$ cat src/rtl/weight_bram_writer_if.sv
// rtl/weight_bram_writer_if.sv - weight stream input and BRAM port-A write bus
interface weight_bram_writer_if #(
    parameter int DW        = 16,
    parameter int Dimension = 16,
    parameter int ADDR_W    = 6
);
    logic                 s_valid;
    logic                 s_ready;
    logic [DW-1:0]        s_data;
    logic                 s_last;
    logic [Dimension-1:0] wea;
    logic [ADDR_W-1:0]    addra;
    logic [DW-1:0]        dina;

    modport master (
        output s_valid, s_data, s_last,
        input  s_ready, wea, addra, dina
    );

    modport slave (
        input  s_valid, s_data, s_last,
        output s_ready, wea, addra, dina
    );
endinterface

$ cat src/rtl/weight_bram_writer.sv
// rtl/weight_bram_writer.sv - loads a lane-major weight stream into the per-row weight BRAMs
// Optional: WEIGHT_WR_ZERO_FILL_EN pads every lane with zeros out to Dimension taps.
module weight_bram_writer #(
    parameter int DW        = 16,
    parameter int Dimension = 16,
    parameter int ADDR_W    = 6
) (
    input  logic                clk,
    input  logic                rst,
    input  logic                start,
    input  logic                abort,
    input  logic [4:0]          kernel_size,
    input  logic [ADDR_W-1:0]   base_addr,
    weight_bram_writer_if.slave wif,
    output logic                busy,
    output logic                done,
    output logic                err
);
    localparam int TW = ($clog2(Dimension + 1) > 5) ? $clog2(Dimension + 1) : 5;
    localparam int LW = (Dimension > 1) ? $clog2(Dimension) : 1;
    localparam logic [TW-1:0] DIM_T     = TW'(Dimension);
    localparam logic [LW-1:0] LAST_LANE = LW'(Dimension - 1);

    typedef enum logic [1:0] {
        S_IDLE,
        S_LOAD,
        S_DONE
`ifdef WEIGHT_WR_ZERO_FILL_EN
        , S_ZFILL
`endif
    } state_t;

    state_t               state_q, state_d;
    logic [LW-1:0]        lane_q, lane_d;
    logic [TW-1:0]        tap_q, tap_d;
    logic [TW-1:0]        k_q, k_d;
    logic [ADDR_W-1:0]    base_q, base_d;
    logic                 err_q, err_d;
    logic [Dimension-1:0] wea_q, wea_d;
    logic [ADDR_W-1:0]    addra_q, addra_d;
    logic [DW-1:0]        dina_q, dina_d;

    logic                 s_ready;
    logic                 beat;
    logic                 last_tap;
    logic                 last_lane;
    logic [TW-1:0]        ks_ext;

    always_ff @(posedge clk or negedge rst) begin
        if (!rst) begin
            state_q <= S_IDLE;
            lane_q  <= '0;
            tap_q   <= '0;
            k_q     <= '0;
            base_q  <= '0;
            err_q   <= 1'b0;
            wea_q   <= '0;
            addra_q <= '0;
            dina_q  <= '0;
        end else begin
            state_q <= state_d;
            lane_q  <= lane_d;
            tap_q   <= tap_d;
            k_q     <= k_d;
            base_q  <= base_d;
            err_q   <= err_d;
            wea_q   <= wea_d;
            addra_q <= addra_d;
            dina_q  <= dina_d;
        end
    end

    always_comb begin
        state_d   = state_q;
        lane_d    = lane_q;
        tap_d     = tap_q;
        k_d       = k_q;
        base_d    = base_q;
        err_d     = err_q;
        wea_d     = '0;
        addra_d   = addra_q;
        dina_d    = dina_q;
        ks_ext    = TW'(kernel_size);
        s_ready   = (state_q == S_LOAD);
        beat      = s_ready && wif.s_valid;
        last_tap  = (tap_q == k_q - TW'(1));
        last_lane = (lane_q == LAST_LANE);

        case (state_q)
            S_IDLE: begin
                if (start) begin
                    k_d    = ks_ext;
                    base_d = base_addr;
                    lane_d = '0;
                    tap_d  = '0;
                    if ((ks_ext == '0) || (ks_ext > DIM_T)) begin
                        err_d   = 1'b1;
                        state_d = S_DONE;
                    end else begin
                        err_d   = 1'b0;
                        state_d = S_LOAD;
                    end
                end
            end

            S_LOAD: begin
                if (beat) begin
                    wea_d[lane_q] = 1'b1;
                    addra_d       = base_q + ADDR_W'(tap_q);
                    dina_d        = wif.s_data;
                    tap_d         = last_tap ? '0 : tap_q + TW'(1);
                    // s_last must coincide exactly with the final beat of the set
                    if (wif.s_last != (last_tap && last_lane)) begin
                        err_d   = 1'b1;
                        state_d = S_DONE;
                    end else if (last_tap) begin
`ifdef WEIGHT_WR_ZERO_FILL_EN
                        if (k_q != DIM_T) begin
                            tap_d   = k_q;
                            state_d = S_ZFILL;
                        end else
`endif
                        if (last_lane) begin
                            state_d = S_DONE;
                        end else begin
                            lane_d = lane_q + LW'(1);
                        end
                    end
                end
            end

`ifdef WEIGHT_WR_ZERO_FILL_EN
            S_ZFILL: begin
                wea_d[lane_q] = 1'b1;
                addra_d       = base_q + ADDR_W'(tap_q);
                dina_d        = '0;
                if (tap_q == DIM_T - TW'(1)) begin
                    tap_d = '0;
                    if (last_lane) begin
                        state_d = S_DONE;
                    end else begin
                        lane_d  = lane_q + LW'(1);
                        state_d = S_LOAD;
                    end
                end else begin
                    tap_d = tap_q + TW'(1);
                end
            end
`endif

            // Hold until the last registered write has left the port, so done trails it
            S_DONE: begin
                if (wea_q == '0) begin
                    state_d = S_IDLE;
                end
            end

            default: state_d = S_IDLE;
        endcase

        if (abort && (state_q != S_IDLE)) begin
            state_d = S_IDLE;
        end
    end

    assign wif.s_ready = s_ready;
    assign wif.wea     = wea_q;
    assign wif.addra   = addra_q;
    assign wif.dina    = dina_q;
    assign busy        = (state_q != S_IDLE);
    assign done        = (state_q == S_DONE) && (wea_q == '0);
    assign err         = err_q;
endmodule

$ cat src/flat_wrapper.sv
// flat-port wrapper written by rule: the top's interface ports become plain ports
module weight_bram_writer_flat 
#(
    parameter int DW        = 16,
    parameter int Dimension = 16,
    parameter int ADDR_W    = 6
)
  (clk, rst, start, abort, kernel_size, base_addr, busy, done, err, wif_s_valid, wif_s_data, wif_s_last, wif_s_ready, wif_wea, wif_addra, wif_dina);
  weight_bram_writer_if #(.DW(DW), .Dimension(Dimension), .ADDR_W(ADDR_W)) wif_i ();
  input  logic clk;
  input  logic rst;
  input  logic start;
  input  logic abort;
  input  logic [4:0] kernel_size;
  input  logic [ADDR_W-1:0] base_addr;
  output logic busy;
  output logic done;
  output logic err;
  input wire logic [$bits(wif_i.s_valid)-1:0] wif_s_valid;
  input wire logic [$bits(wif_i.s_data)-1:0] wif_s_data;
  input wire logic [$bits(wif_i.s_last)-1:0] wif_s_last;
  output wire logic [$bits(wif_i.s_ready)-1:0] wif_s_ready;
  output wire logic [$bits(wif_i.wea)-1:0] wif_wea;
  output wire logic [$bits(wif_i.addra)-1:0] wif_addra;
  output wire logic [$bits(wif_i.dina)-1:0] wif_dina;
  assign wif_i.s_valid = wif_s_valid;
  assign wif_i.s_data = wif_s_data;
  assign wif_i.s_last = wif_s_last;
  assign wif_s_ready = wif_i.s_ready;
  assign wif_wea = wif_i.wea;
  assign wif_addra = wif_i.addra;
  assign wif_dina = wif_i.dina;
  weight_bram_writer #(.DW(DW), .Dimension(Dimension), .ADDR_W(ADDR_W)) u_core (.clk(clk), .rst(rst), .start(start), .abort(abort), .kernel_size(kernel_size), .base_addr(base_addr), .wif(wif_i), .busy(busy), .done(done), .err(err));
endmodule
$ cat config.mk
export PLATFORM = sky130hd
export DESIGN_NAME = weight_bram_writer_flat
export DESIGN_NICKNAME = d
export VERILOG_FILES = /design/src/rtl/weight_bram_writer_if.sv /design/src/rtl/weight_bram_writer.sv /design/src/flat_wrapper.sv
export SDC_FILE = /design/constraint.sdc
export NUM_CORES = 1
export LEC_CHECK = 0
export ABC_CLOCK_PERIOD_IN_PS = 2100
export BUFFER_PORTS_ARGS = -buffer_cell sky130_fd_sc_hd__buf_2
export CELL_PAD_IN_SITES_DETAIL_PLACEMENT = 2
export CELL_PAD_IN_SITES_GLOBAL_PLACEMENT = 2
export CORE_MARGIN = 2
export CORE_UTILIZATION = 33
export CTS_CLUSTER_SIZE = 10
export DETAILED_ROUTE_END_ITERATION = 8
export PLACE_DENSITY_LB_ADDON = 0.1
export SLEW_MARGIN = 5
export SYNTH_ARGS = -nofsm -noshare
export SYNTH_HDL_FRONTEND = slang
export SYNTH_SLANG_ARGS = --single-unit
$ cat constraint.sdc
create_clock -name clk -period 2.1 [get_ports clk]
set_input_delay 0.315 -clock clk [delete_from_list [all_inputs] [get_ports clk]]
set_output_delay 0.315 -clock clk [all_outputs]
set_load 0.02 [all_outputs]
==> results of run 1 <==
==> area by class of cell <==
cell class / instances / area share
sequential: 61 / 0.4038
multi-input combinational: 199 / 0.3678
timing repair buffer: 85 / 0.1271
clock buffer: 12 / 0.03840
tap: 108 / 0.03575
inverter: 14 / 0.01456
clock inverter: 4 / 0.01258
==> power by group <==
| group | internal, mW | leakage, nW | total, mW | switching [mW] |
|---|---|---|---|---|
| Clock | 0.578 | 0.0964 | 1.04 | 0.459 |
| Sequential | 1.58 | 0.784 | 1.92 | 0.340 |
| Combinational | 0.929 | 0.983 | 2.43 | 1.50 |
| Total | 3.08 | 1.86 | 5.38 | 2.30 |
==> critical path, cell delays in order (launching register included) <==
cell,delay (ns)
dfrtp_1,0.41
inv_1,0.09
ha_2,0.28
xnor2_1,0.13
nor2_1,0.27
and3_4,0.28
nand2_2,0.06
a311o_1,0.35
==> registers in the layout, summed over array words and instances, names as in the netlist <==
name,count
u_core.wif.wea,16
u_core.err,1
u_core.lane_q,4
u_core.tap_q,5
u_core.k_q,5
u_core.base_q,6
u_core.wif.dina,16
u_core.wif.addra,6
u_core.state_q,2
==> cell usage in the layout (no fill, tap or decap), types with 4 or more instances in the layout <==
cell type / count
buf_2: 74
dfrtp_1: 61
nand2_1: 49
mux2_1: 14
and2_1: 13
inv_1: 12
ha_1: 10
clkbuf_8: 10
nor3_1: 9
nor2_1: 9
o21ai_0: 9
buf_4: 8
nand3_1: 7
a21oi_1: 6
nand2b_1: 5
nor4_1: 5
xnor2_1: 5
xor2_1: 5
o211ai_1: 4
==> per-layer routing <==
metal	GRT usage	wire, um
met1	0.2290	3787
met4	0.05163	51
met2	0.2925	3999
met3	0.03617	264
met5	0	0
==> repair_timing <==
| item | CTS | global route |
|---|---|---|
| setup endpoints to repair | 0 | 10 |
| hold buffers | 1 | 0 |
| resized for setup | 0 | 10 |
| endpoints found under the hold margin | 5 | 0 |
==> kinds of logic after synthesis <==
kind of cell / after synthesis / synth area share
and+or+nand+nor: 114 / 0.1906
DFF: 61 / 0.5156
buffers and inverters: 23 / 0.03381
AOI/OAI and AO/OA: 43 / 0.1023
adders and majority gates: 12 / 0.05325
muxes: 20 / 0.07481
xor gates and xnor gates: 10 / 0.02958
==> path summary, 6_finish.rpt <==
kind                                startpoint                  end  slack (ns)  cells past startpoint
max                              u_core.k_q[0]     u_core.lane_q[2]        0.12                      7
min                               base_addr[3]     u_core.base_q[3]        0.18                      3
max reg2reg                      u_core.k_q[0]     u_core.lane_q[2]        0.12                      7
min reg2reg                u_core.wif.addra[3]  u_core.wif.addra[3]        0.48                      2
max in group asynchronous                  rst      u_core.tap_q[0]        0.94                      3
min in group asynchronous                  rst  u_core.wif.dina[12]        0.52                      2
==> cell usage after synthesis (3+ instances only) <==
cell type and n:
dfrtp_1 61, nand2_1 49, mux2_1 14, and2_1 13, inv_1 12, ha_1 11
nor3_1 10, nor2_1 9, o21ai_0 9, nand3_1 7, nor4_1 7, a21oi_1 6
clkbuf_1 5, nand2b_1 5, xnor2_1 5, xor2_1 5, o211ai_1 4, a21o_1 3
and4_1 3, buf_2 3, mux2_2 3, mux2i_1 3, nand4_1 3
==> summary.txt, run 1 <==
Outcome
  – Status: finished, final reports clean

Setup path
  – Crit Path Max Fanout: 4
  – CP arrival: 2.19 ns
  – CP Launch Type: register
  – Crit. End Element: register
  – Critical path type: register to register
  – CP required: roughly 2.3 ns

Synth
  – Async SR Flop Fraction: 1.000
  – Synth Net Count: 328
  – Area leader, netlist: dfrtp_1
  – Register area share after synthesis: 0.5156
  – Syn. warnings: 0
  – Top FF cell, synth: dfrtp_1
  – Top cells by area, synth: dfrtp_1, nand2_1, mux2_1
  – Syn Area/Cell: about 10 sq um
  – Yosys top cell area share: 0.5156
  – Netlist Area Pre-Place: ~3000 sq um
  – Cells after Synth: around 280
  – Synthesis-stage register bit count: 61
  – Unique cell type count in the Yosys netlist: just under 50
  – Post-synth EDFFs: 0

Clocking
  – Clk_lat worst skew: 0.33 ns
  – Clock transition at path regs: 0.07 ns
  – Largest buffer count on any clock path: 2
  – TritonCTS clock tree: built
  – CTS Root Cell: clkbuf_8
  – Post CTS Setup Buffer Count: 0
  – Htree depth: 3
  – TritonCTS buffer count: 9
  – Clk sinks: 61

STA
  – Final setup TNS: 0 ns
  – # setup viols final: 0
  – Final Skew: 0.009999 ns
  – Rel. slew slack: 0.5909
  – Tmin final: 1.977 ns
  – Hold slack: approximately 0.18 ns
  – FMAX: 0.5059 GHz
  – Worst Setup Slack, final: 0.1233 ns
  – Final Slew Violations: 0
  – Fin. Hold Viols: 0
  – Slew at the pin with the worst max-slew slack: 0.6137 ns
  – Final worst-path cycle share: 0.9413

Layout
  – Util after Layout: 0.4334
  – Final Instance Area: 3780 sq um
  – Antenna Cells: 0
  – Non-Filler Instances: 483
  – Multi-input logic area: 1390 sq um
  – Nets: 415
  – FF/Latch Area: 1526 sq um
  – Fillers: 937
  – Share of layout cells above drive strength 1: 0.3120
  – Synthesis-to-layout area growth: 27.68%

Run
  – Max-Cap Viols: 0

Detailed routing
  – DRT Wirelength: 8.102 mm
  – Vias per cell: 5.122
  – Final ANT Viol Nets: 0
  – Vias: approximately 2500
  – DRT Pass-1 Iters: 4
  – # DRC: 0
  – DRT iter0 DRCs: 67
  – Drt wl/cell: 16.77 um

Floorplanning
  – Initial core utilization: 0.3395
  – Top Ports: 75
  – Die ar.: a little under 10000 sq um
  – Die Width: 98.72 um
  – Core box area: 8721 sq um
  – Die H: between 90 and 100 um
  – Rows: 34

Placed design
  – GP Congestion: 0.8147
  – Area after DPL: about 3500 sq um
  – Detail Placement HPWL: 6.218 mm
  – Number of port buffers: 74
  – Cells after DPL: between 400 and 500
  – Pre-CTS WS: 0.1110 ns

Global route
  – First-pass GRT wire length: 13.50 mm
  – Initial antenna violation count: 0
  – Tot GR Track Use: 0.1745
  – Vias in the first global route: 2625
  – GR Overflow Total: 0
  – Largest net degree at the start of global routing: 36

Power
  – Leak: 1.863 nW
  – Power Dens Cells: 1424 nW/um^2
  – Total Power: ~5.4 mW
  – Max rail drop VDD: 0.0005661 V

Worst hold path
  – Worst min path class: primary input to register
(Power assumes the default switching activity.)
==> run 2: changes to the inputs <==
Settings changed: ABC_AREA from default to 1, ABC_CLOCK_PERIOD_IN_PS 2100 to 1700, CORE_UTILIZATION 33 to 28.
Clock period 2.1 ns to 1.7 ns, I/O delays scaled along.
==> run 2 against run 1 <==
  * Final cell count grew 24%
  * Flip-flop and latch count is the same
  * Global-route usage is 1.3 points lower
  * Worst setup slack got worse by 0.11 ns
  * Critical endpoint is now u_core.lane_q[0]
  * Largest cell class unchanged
  * Highest routed layer unchanged
==> summary.txt, run 2 <==
Outcome
  – Status: finished, final reports clean

Layout
  – Final Instance Area: 4030 sq um
  – Nets: 505
  – Fillers: 1196
  – Most used cells in the layout excluding fill and tap cells: nand2_1, buf_2, dfrtp_1
  – Antenna Cells: 0
  – FF/Latch Area: 1528 sq um
  – Share of layout cells above drive strength 1: 0.3312
  – Synthesis-to-layout area growth: 33.54%
  – Commonest non-fill, non-tap cell in the layout: nand2_1
  – Multi-input logic area: ~1400 sq um

Setup path
  – CP arrival: 1.92 ns
  – Critical path type: register to register
  – FF-to-FF End: u_core.lane_q[0]
  – CP Launch Type: register
  – FF-to-FF path depth: 11
  – CP required: 1.93 ns
  – R2r startpoint: u_core.k_q[0]
  – Crit Path Max Fanout: 5
  – Crit. End Element: register
  – Flop-to-flop setup slack: 0.01 ns

STA
  – Final Skew: 0.006338 ns
  – FMAX: 0.5919 GHz
  – Tmin final: between 1.5 and 2 ns
  – # setup viols final: 0
  – RSZ-0062 raised after global routing: yes
  – Final worst-path cycle share: 0.9938
  – Rel. slew slack: 0.7760
  – Slew at the pin with the worst max-slew slack: 0.3360 ns
  – Final Slew Violations: 0
  – Hold slack: 0.1008 ns
  – Fin. Hold Viols: 0

Synth
  – Synth Net Count: 407
  – Synthesis-stage register bit count: 61
  – Syn Area/Cell: 8.337 sq um
  – Async SR Flop Fraction: 1.000
  – Cell with the most instances after synthesis: nand2_1
  – Commonest cells in the netlist: nand2_1, dfrtp_1, nor2_1
  – Area leader, netlist: dfrtp_1
  – Top cells by area, synth: dfrtp_1, nand2_1, nor2_1
  – Top FF cell, synth: dfrtp_1
  – Cells after Synth: around 360
  – Post-synth EDFFs: 0
  – Syn. warnings: 0
  – Yosys top cell area share: 0.5058
  – Netlist Area Pre-Place: roughly 3000 sq um
  – Register area share after synthesis: 0.5058
  – Unique cell type count in the Yosys netlist: 29

Power
  – Max rail drop VDD: 0.0005476 V
  – Leak: 2.153 nW
  – Power Dens Cells: roughly 1800 nW/um^2

Run
  – Max-Cap Viols: 0

Detailed routing
  – Vias per cell: 4.413
  – DRT Pass-1 Iters: 4
  – Vias: 2652
  – # DRC: 0
  – Final ANT Viol Nets: 0
  – Drt wl/cell: 14.12 um
  – DRT iter0 DRCs: about 40
  – DRT Wirelength: 8.486 mm

Clocking
  – Htree depth: 3
  – Largest buffer count on any clock path: 2
  – TritonCTS clock tree: built
  – TritonCTS buffer count: 9
  – Clk sinks: just over 60
  – CTS Root Cell: clkbuf_8
  – Clk_lat worst skew: 0.34 ns
  – Clock transition at path regs: 0.07 ns

Worst hold path
  – Hold path startpoint: wif_s_data[5]
  – Worst hold endpoint: u_core.wif.dina[5]
  – Hold path depth: 3
  – Worst min path class: primary input to register

Placed design
  – GP Congestion: 0.7411
  – Detail Placement HPWL: about 6.1 mm
  – Area after DPL: 3631 sq um
  – Number of port buffers: 74

Global route
  – Tot GR Track Use: 0.1611
  – Initial antenna violation count: 0
  – GR Overflow Total: 0
  – Largest net degree at the start of global routing: 62
  – First-pass GRT wire length: 14.37 mm
  – Vias in the first global route: 2908

Floorplanning
  – Core box area: roughly 10000 sq um
  – Die ar.: around 12000 sq um
  – Initial core utilization: 0.2897
  – Rows: 37
  – Die Width: 107.8 um
  – Top Ports: 75
  – Die H: 107.8 um
-- run 2: cell types whose count changed in the layout (fill, tap and decap cells not counted), moves of 9 or more --
cell     previous run  this run
mux2_1             14         0
inv_1              12        21
nor2_1              9        38
inv_2               1        10
nand2_1            49       134
buf_4               8        17
and2_1             13         0
nor3_1              9         0
-- run 2: worst max-delay path by stage --
| stage | startpoint | end | slack, ns | cells after the start |
|---|---|---|---|---|
| final | u_core.k_q[0] | u_core.lane_q[0] | 0.01 | 11 |
| after CTS | u_core.k_q[0] | u_core.lane_q[1] | -0.005 | 13 |
| after detailed placement | u_core.k_q[0] | u_core.lane_q[1] | -0.08 | 13 |
| after floorplan | u_core.k_q[0] | u_core.lane_q[1] | 0.09 | 13 |
| after global routing | u_core.k_q[0] | u_core.lane_q[3] | -0.18 | 12 |
| after global placement | u_core.k_q[0] | u_core.lane_q[1] | 0.05 | 13 |
-- run 2: through the flow --
step | total power, mW | setup TNS, ns | setup slack, ns | utilization | std cells
2_1_floorplan | 4.241 | 0 | 0.09190 | - | 362
3_3_place_gp | 5.158 | 0 | 0.05468 | 0.3486 | 578
3_5_place_dp | 5.277 | -0.2659 | -0.08020 | 0.3486 | 578
4_1_cts | 7.121 | -0.005086 | -0.005086 | 0.3789 | 598
5_1_grt | 7.822 | -1.236 | -0.1789 | 0.3869 | 601
6_report | 7.178 | 0 | 0.01046 | 0.3869 | 601
-- run 2: metal layers --
metal  vias up  GRT usage  routed length, um
li1       1313          -                  -
met1      1282     0.1977               3710
met2        45     0.2781               4360
met3        12    0.03390                293
met4         0    0.05769                121
met5         -          0                  0
-- run 2: critical path, cell delays in order, from the launching register on --
cell	delay, ns
dfrtp_1	0.36
inv_2	0.06
ha_4	0.27
inv_2	0.04
nand2_2	0.05
nand2_2	0.06
nor2_4	0.09
nand3_2	0.09
nor2_4	0.14
nor2_4	0.07
nor3_4	0.23
o21ai_0	0.10
-- run 2: kinds of logic after synthesis --
logic type      synth area share
flops                     0.5058
simple gates              0.3188
buf+inv                  0.05680
compound gates           0.04312
xor+xnor                 0.02322
fa+ha+maj                0.05224
-- run 2: final cells by class --
cell class              count  area share
flip-flops and latches     61      0.3791
multi-input cells         261      0.3459
repair buffers             94      0.1354
well taps                 136     0.04222
clock buffers              13     0.04191
inverters                  33     0.03322
clock inverters             3     0.02235
-- run 2: power by group --
| group | switching [mW] | leakage (nW) | internal (mW) | total, mW |
|---|---|---|---|---|
| clock network | 0.589 | 0.130 | 1.10 | 1.69 |
| registers | 0.291 | 0.795 | 1.91 | 2.20 |
| logic | 2.06 | 1.23 | 1.23 | 3.29 |
| total | 2.94 | 2.15 | 4.24 | 7.18 |
-- run 2: timing repair --
item | 4_1_cts | 5_1_grt
pin swaps | 7 | 12
gates resized for setup | 6 | 18
hold buffers | 1 | 0
setup endpoints to repair | 8 | 15
endpoints found under the hold margin | 61 | 0
setup buffers | 3 | 3
